==> src/rtl/dmem_access_ctrl.sv <==
// Data-memory access sequencer: issues one load/store at a time on the valid/ready bus,
// holds the pipeline while it is in flight, and reports load data / fault to the memory stage.
module dmem_access_ctrl #(
    parameter int ADDR_W  = 64,
    parameter int DATA_W  = 64,
    parameter int TIMEOUT = 255
) (
    input  logic                  cpu_clk_50M,
    input  logic                  cpu_rst_n,
    input  logic                  mem_req,
    input  logic                  mem_we,
    input  logic [1:0]            mem_size,
    input  logic [ADDR_W-1:0]     mem_addr,
    input  logic [DATA_W-1:0]     mem_wdata,
    input  logic [DATA_W/8-1:0]   mem_wstrb,
    input  logic                  excep_flush,
    output logic                  bus_req_valid,
    input  logic                  bus_req_ready,
    output logic                  bus_we,
    output logic [ADDR_W-1:0]     bus_addr,
    output logic [DATA_W-1:0]     bus_wdata,
    output logic [DATA_W/8-1:0]   bus_wstrb,
    input  logic                  bus_rsp_valid,
    input  logic [DATA_W-1:0]     bus_rsp_data,
    input  logic                  bus_rsp_err,
    output logic                  data_read_stall,
    output logic [DATA_W-1:0]     mem_rdata,
    output logic                  mem_done,
    output logic                  mem_fault
);

    localparam int STRB_W = DATA_W / 8;
    localparam logic [7:0] TO_LAST = 8'(TIMEOUT - 1);

    typedef enum logic [2:0] {
        S_IDLE,
        S_REQ,
        S_WAIT,
        S_DONE,
        S_DRAIN
    } state_t;

    state_t              state_reg, state_next;
    logic                we_reg, we_next;
    logic [ADDR_W-1:0]   addr_reg, addr_next;
    logic [DATA_W-1:0]   wdata_reg, wdata_next;
    logic [STRB_W-1:0]   wstrb_reg, wstrb_next;
    logic [DATA_W-1:0]   rdata_reg, rdata_next;
    logic                fault_reg, fault_next;
    logic                abort_reg, abort_next;
    logic                done_pend_reg, done_pend_next;
    logic                outst_reg, outst_next;
    logic [7:0]          cnt_reg, cnt_next;

    // Low address bits that must be zero for each access size (byte/half/word/dword).
    logic [2:0] align_mask;
    logic       misaligned;

    genvar gi;
    generate
        for (gi = 0; gi < 3; gi++) begin : g_align
            assign align_mask[gi] = (mem_size > 2'(gi));
        end
    endgenerate

    assign misaligned = |(mem_addr[2:0] & align_mask);

    always_ff @(posedge cpu_clk_50M or negedge cpu_rst_n) begin
        if (!cpu_rst_n) begin
            state_reg     <= S_IDLE;
            we_reg        <= 1'b0;
            addr_reg      <= '0;
            wdata_reg     <= '0;
            wstrb_reg     <= '0;
            rdata_reg     <= '0;
            fault_reg     <= 1'b0;
            abort_reg     <= 1'b0;
            done_pend_reg <= 1'b0;
            outst_reg     <= 1'b0;
            cnt_reg       <= '0;
        end else begin
            state_reg     <= state_next;
            we_reg        <= we_next;
            addr_reg      <= addr_next;
            wdata_reg     <= wdata_next;
            wstrb_reg     <= wstrb_next;
            rdata_reg     <= rdata_next;
            fault_reg     <= fault_next;
            abort_reg     <= abort_next;
            done_pend_reg <= done_pend_next;
            outst_reg     <= outst_next;
            cnt_reg       <= cnt_next;
        end
    end

    always_comb begin
        state_next      = state_reg;
        we_next         = we_reg;
        addr_next       = addr_reg;
        wdata_next      = wdata_reg;
        wstrb_next      = wstrb_reg;
        rdata_next      = rdata_reg;
        fault_next      = fault_reg;
        abort_next      = abort_reg;
        done_pend_next  = done_pend_reg;
        outst_next      = outst_reg;
        cnt_next        = cnt_reg;
        bus_req_valid   = 1'b0;
        data_read_stall = 1'b0;
        mem_done        = 1'b0;

        case (state_reg)
            S_IDLE: begin
                data_read_stall = mem_req & ~excep_flush;
                if (mem_req && !excep_flush) begin
                    we_next        = mem_we;
                    addr_next      = mem_addr;
                    wdata_next     = mem_wdata;
                    wstrb_next     = mem_wstrb;
                    abort_next     = 1'b0;
                    done_pend_next = 1'b0;
                    outst_next     = 1'b0;
                    fault_next     = misaligned;
                    state_next     = misaligned ? S_DONE : S_REQ;
                end
            end

            S_REQ: begin
                // The request stays up until accepted even when aborted, so the bus never sees a withdrawal.
                bus_req_valid   = 1'b1;
                data_read_stall = 1'b1;
                if (excep_flush) begin
                    abort_next = 1'b1;
                end
                if (bus_req_ready) begin
                    cnt_next   = '0;
                    outst_next = 1'b1;
                    state_next = (excep_flush || abort_reg) ? S_DRAIN : S_WAIT;
                end
            end

            S_WAIT: begin
                data_read_stall = 1'b1;
                cnt_next        = cnt_reg + 8'd1;
                if (excep_flush) begin
                    abort_next = 1'b1;
                    if (bus_rsp_valid) begin
                        outst_next = 1'b0;
                        state_next = S_IDLE;
                    end else begin
                        state_next = S_DRAIN;
                    end
                end else if (bus_rsp_valid) begin
                    outst_next = 1'b0;
                    fault_next = bus_rsp_err;
                    if (!we_reg) begin
                        rdata_next = bus_rsp_data;
                    end
                    state_next = S_DONE;
                end else if (cnt_reg == TO_LAST) begin
                    fault_next     = 1'b1;
                    done_pend_next = 1'b1;
                    state_next     = S_DRAIN;
                end
            end

            S_DONE: begin
                mem_done = 1'b1;
                if (bus_rsp_valid) begin
                    outst_next = 1'b0;
                end
                // A timed-out access still owes the bus one response; go back and absorb it.
                state_next = (outst_reg && !bus_rsp_valid) ? S_DRAIN : S_IDLE;
            end

            S_DRAIN: begin
                data_read_stall = mem_req;
                if (excep_flush) begin
                    abort_next = 1'b1;
                end
                if (bus_rsp_valid) begin
                    outst_next = 1'b0;
                end
                if (done_pend_reg && !abort_reg && !excep_flush) begin
                    done_pend_next = 1'b0;
                    state_next     = S_DONE;
                end else if (bus_rsp_valid || !outst_reg) begin
                    done_pend_next = 1'b0;
                    state_next     = S_IDLE;
                end
            end

            default: begin
                state_next = S_IDLE;
            end
        endcase
    end

    assign bus_we    = we_reg;
    assign bus_addr  = addr_reg;
    assign bus_wdata = wdata_reg;
    assign bus_wstrb = wstrb_reg;
    assign mem_rdata = rdata_reg;
    assign mem_fault = mem_done & fault_reg;

endmodule

==> config.mk <==
export PLATFORM = sky130hd
export DESIGN_NAME = dmem_access_ctrl
export DESIGN_NICKNAME = d
export VERILOG_FILES = /design/src/rtl/dmem_access_ctrl.sv
export SDC_FILE = /design/constraint.sdc
export NUM_CORES = 1
export LEC_CHECK = 0
export BUFFER_PORTS_ARGS = -buffer_cell sky130_fd_sc_hd__buf_2
export CORE_AREA = 4 4 159 161
export CTS_BUF_LIST = sky130_fd_sc_hd__clkbuf_8 sky130_fd_sc_hd__clkbuf_16
export DETAILED_ROUTE_END_ITERATION = 6
export DIE_AREA = 0 0 163 165
export PLACE_DENSITY = 0.63
export SKIP_CTS_REPAIR_TIMING = 1
export SYNTH_ARGS = -nofsm -noshare
export SYNTH_HDL_FRONTEND = slang
export SYNTH_SLANG_ARGS = --single-unit
export TNS_END_PERCENT = 100
==> constraint.sdc <==
create_clock -name cpu_clk_50M -period 2.6 [get_ports cpu_clk_50M]
set_clock_uncertainty 0.15 [all_clocks]
set_input_delay 0.39 -clock cpu_clk_50M [delete_from_list [all_inputs] [get_ports cpu_clk_50M]]
set_output_delay 0.39 -clock cpu_clk_50M [all_outputs]
set_load 0.01 [all_outputs]
==> metrics.txt <==
# TYPE chip_impl_metric gauge
chip_impl_metric{name="wire_per_inst",unit="µm"} 16.8
chip_impl_metric{name="maxSlewViolCount",unit=""} 0
chip_impl_metric{name="netlist_area",unit="mm²"} 0.00873
chip_impl_metric{name="std_cell_rows",unit=""} 57
chip_impl_metric{name="htree_levels",unit=""} 1
chip_impl_metric{name="dp.final_hpwl",unit="µm"} 19000
chip_impl_info{name="run_status",value="complete, but fails checks"} 1
chip_impl_info{name="worst_hold_class",value="input port to flop"} 1
chip_impl_info{name="synthFlopType",value="dfrtp_1"} 1
chip_impl_metric{name="yosysSeqAreaShare",unit=""} 0.619
chip_impl_metric{name="start_util",unit=""} 0.364
chip_impl_metric{name="finalSetupTns",unit="ns"} 0
chip_impl_metric{name="power.density_cell_area",unit="mW/mm²"} 1090
chip_impl_info{name="final_cell_mix",value="418 x nand2_1, 413 x buf_2, 216 x dfrtp_1, 202 x dlygate4sd3_1, 60 x mux2_4"} 1
chip_impl_metric{name="cp_data_required_time",unit="ns"} 2.06
chip_impl_metric{name="route.final.wire_length",unit="µm"} 30100
chip_impl_metric{name="total_routing_usage_reported_by_global_routing",unit=""} 0.182
chip_impl_info{name="cpLargestDelayFamily",value="simple AND/OR/NAND/NOR gates"} 1
chip_impl_metric{name="synth_simple_gate_area_frac",unit=""} 0.210
chip_impl_metric{name="numClockSinks",unit=""} 216
chip_impl_metric{name="critical_path_peak_fanout",unit=""} 10
chip_impl_metric{name="final_hold_viol_count",unit=""} 1
chip_impl_info{name="grt_setup_unrepaired",value="false"} 1
chip_impl_metric{name="worst_skew_pair.late_latency",unit="ns"} 0.50
chip_impl_metric{name="synth_nets",unit=""} 1043
chip_impl_metric{name="pre_cts_ws",unit="ns"} 0.410
chip_impl_metric{name="cp_data_arrival_time",unit="ns"} 1.73
chip_impl_metric{name="avgSynthCellArea",unit="µm²"} 10.5
chip_impl_metric{name="ff_latch_area",unit="mm²"} 0.00541
chip_impl_metric{name="fin_total_pwr",unit="mW"} 15.4
chip_impl_metric{name="layout-area-overhead-vs-synth",unit="%"} 62.3
chip_impl_metric{name="dr_total_vias",unit=""} 8214
chip_impl_metric{name="max_slew_margin",unit=""} 0.483
chip_impl_metric{name="dieArea",unit="mm²"} 0.0269
chip_impl_metric{name="timing.critical_path.slowest_cell_delay",unit="ns"} 0.50
chip_impl_metric{name="postSynth.asyncResetShare",unit=""} 1.00
chip_impl_metric{name="drc",unit=""} 0
chip_impl_metric{name="synth-seq-cells",unit=""} 216
chip_impl_metric{name="vdd_ir_drop_max",unit="mV"} 0.560
chip_impl_metric{name="netlist_instances",unit=""} 831
chip_impl_metric{name="max_cap_viol_count",unit=""} 0
chip_impl_metric{name="synth_warnings",unit=""} 0
chip_impl_metric{name="tightestPinTransition",unit="ns"} 0.773
chip_impl_metric{name="timing.final.crit_period",unit="ns"} 2.27
chip_impl_metric{name="final.period_utilization",unit=""} 0.874
chip_impl_info{name="timing.critical_path.to_type",value="output port"} 1
chip_impl_info{name="cp-start-kind",value="flop"} 1
chip_impl_metric{name="maximum_number_of_pins_on_one_net_before_global_route_repair",unit=""} 77
chip_impl_metric{name="layout.filler_cells",unit=""} 1935
chip_impl_metric{name="regToRegSetupSlack",unit="ns"} 0.35
chip_impl_metric{name="first_pass_grt_wire_length",unit="µm"} 39200
chip_impl_metric{name="numCtsBuffers",unit=""} 25
chip_impl_metric{name="post_dr_vias_cell",unit=""} 4.59
chip_impl_metric{name="fmax",unit="GHz"} 0.440
chip_impl_metric{name="post_synthesis_mux_area_share",unit=""} 0.110
chip_impl_metric{name="design.portCount",unit=""} 415
chip_impl_metric{name="cp_num_buf_inv",unit=""} 1
chip_impl_info{name="synth_top_family_by_area",value="simple AND/OR/NAND/NOR gates"} 1
chip_impl_metric{name="firstDrtPassIters",unit=""} 4
chip_impl_metric{name="dr.first_iter.drc_count",unit=""} 568
chip_impl_metric{name="via_count_of_the_first_global_routing_pass",unit=""} 7208
chip_impl_metric{name="antenna_found_initial",unit=""} 2
chip_impl_metric{name="gp_congestion",unit=""} 0.802
chip_impl_metric{name="setup_viol",unit=""} 0
chip_impl_metric{name="power.leakage",unit="nW"} 7.82
chip_impl_metric{name="die_x",unit="µm"} 163
chip_impl_info{name="slowest_stage_cell_on_the_critical_path",value="nor3b_1"} 1
chip_impl_metric{name="edff_count_synth",unit=""} 0
chip_impl_metric{name="synth.lib_cells_used.distinct",unit=""} 41
chip_impl_metric{name="finalHoldWorstSlack",unit="ns"} -0.00444
chip_impl_metric{name="multiInputGateArea",unit="mm²"} 0.00307
chip_impl_info{name="crit_chain",value="nor3b_1, buf_2"} 1
chip_impl_metric{name="post_route_cells_drive_above_1_share",unit=""} 0.372
chip_impl_metric{name="clk_transition_reported_paths",unit="ns"} 0.06
chip_impl_info{name="cts_tree",value="done"} 1
chip_impl_metric{name="antenna_violating_nets_left",unit=""} 0
chip_impl_metric{name="final_critical_path_setup_slack",unit="ns"} 0.328
chip_impl_metric{name="cts_max_path_buffers",unit=""} 3
chip_impl_metric{name="synthAdderAreaFrac",unit=""} 0.00287
chip_impl_info{name="crit_type",value="flop to output port"} 1
chip_impl_metric{name="io_buffer_count",unit=""} 414
chip_impl_info{name="violations_in_the_final_reports",value="hold timing"} 1
chip_impl_info{name="cts.root.buffer_cell",value="clkbuf_16"} 1
chip_impl_metric{name="grt.overflow.total",unit=""} 0
chip_impl_metric{name="synth_area_in_compound_gates",unit=""} 0.0264
chip_impl_metric{name="synthXorXnorAreaFrac",unit=""} 0.00201
chip_impl_metric{name="nets_final",unit=""} 1657
chip_impl_metric{name="die-height",unit="µm"} 165
chip_impl_info{name="layout.cells.most_common",value="nand2_1"} 1
chip_impl_metric{name="fp.coreArea",unit="mm²"} 0.0240
[metal layers]
| metal | share of wire | track usage |
|---|---|---|
| met5 | 0 | 0 |
| met2 | 0.49 | 0.298 |
| met4 | 0.025 | 0.0442 |
| met3 | 0.082 | 0.0626 |
| met1 | 0.40 | 0.234 |
[final timing paths]
check | startpoint | to | cells past startpoint
max in group asynchronous | cpu_rst_n | bus_wdata[15] | 3
worst min register to register | bus_wdata[5] | bus_wdata[5] | 2
worst min-delay path | mem_wdata[20] | bus_wdata[20] | 3
min in group asynchronous | cpu_rst_n | bus_wdata[12] | 2
worst max-delay path | state_reg[0] | bus_req_valid | 2
worst max register to register | state_reg[1] | mem_rdata[12] | 5
[cell type report]
class,instances,share of cell area
Clock inverter,16,0.0186
Timing Repair Buffer,632,0.304
Tap cell,324,0.0286
Clock buffer,29,0.0481
Sequential cell,216,0.382
Multi-Input combinational cell,565,0.217
Antenna cell,3,0.000530
Inverter,5,0.00133
[per-stage QoR]
step | std cells | instance area (µm²) | hold slack [ns] | utilization
after floorplan | 831 | 8730 | -0.0556 | -
after global placement | 1540 | 11200 | 0.254 | 0.467
after detailed placement | 1540 | 11200 | 0.257 | 0.467
after CTS | 1585 | 12100 | -0.299 | 0.506
after global routing | 1789 | 14200 | 0.0196 | 0.591
final | 1790 | 14200 | -0.00444 | 0.591
[cells by family (layout without fill, tap and decap cells)]
| logic type | Yosys count | after routing |
|---|---|---|
| buffers and inverters | 50 | 682 |
| other | 0 | 3 |
| adders and majority gates | 2 | 2 |
| muxes | 65 | 65 |
| xor gates and xnor gates | 2 | 2 |
| AOI/OAI and AO/OA | 36 | 36 |
| DFF | 216 | 216 |
| and+or+nand+nor | 460 | 460 |
[worst min-delay path, delay by kind of cell]
kind	cells	cell delay (ns)
buffers and inverters	1	0.08
and+or+nand+nor	2	0.14
[cells in the mapped netlist (2+ instances only)]
cell type / instances / area share
a211oi_1: 3 / 0.0026
a21oi_1: 6 / 0.0034
and2_1: 3 / 0.0022
and3_1: 2 / 0.0014
buf_2: 14 / 0.0080
buf_6: 7 / 0.0090
clkbuf_1: 22 / 0.0095
dfrtp_1: 216 / 0.62
ha_1: 2 / 0.0029
inv_1: 5 / 0.0022
mux2_2: 4 / 0.0052
mux2_4: 60 / 0.10
nand2_1: 419 / 0.18
nand3_1: 5 / 0.0029
nand3b_1: 4 / 0.0034
nand4_1: 2 / 0.0014
nand4bb_1: 2 / 0.0026
nor2_1: 9 / 0.0039
nor2b_1: 4 / 0.0029
nor3b_1: 2 / 0.0017
o21ai_0: 14 / 0.0080
o31ai_1: 3 / 0.0026
o32ai_1: 2 / 0.0020
o41ai_1: 3 / 0.0030
xor2_1: 2 / 0.0020
[power by group]
group / internal, mW / leakage [nW] / total, mW / switching (mW)
combinational: 2.62 / 4.67 / 5.60 / 2.98
sequential: 4.90 / 2.69 / 5.83 / 0.928
clock: 2.57 / 0.469 / 3.98 / 1.41
(Power assumes the default switching activity.)
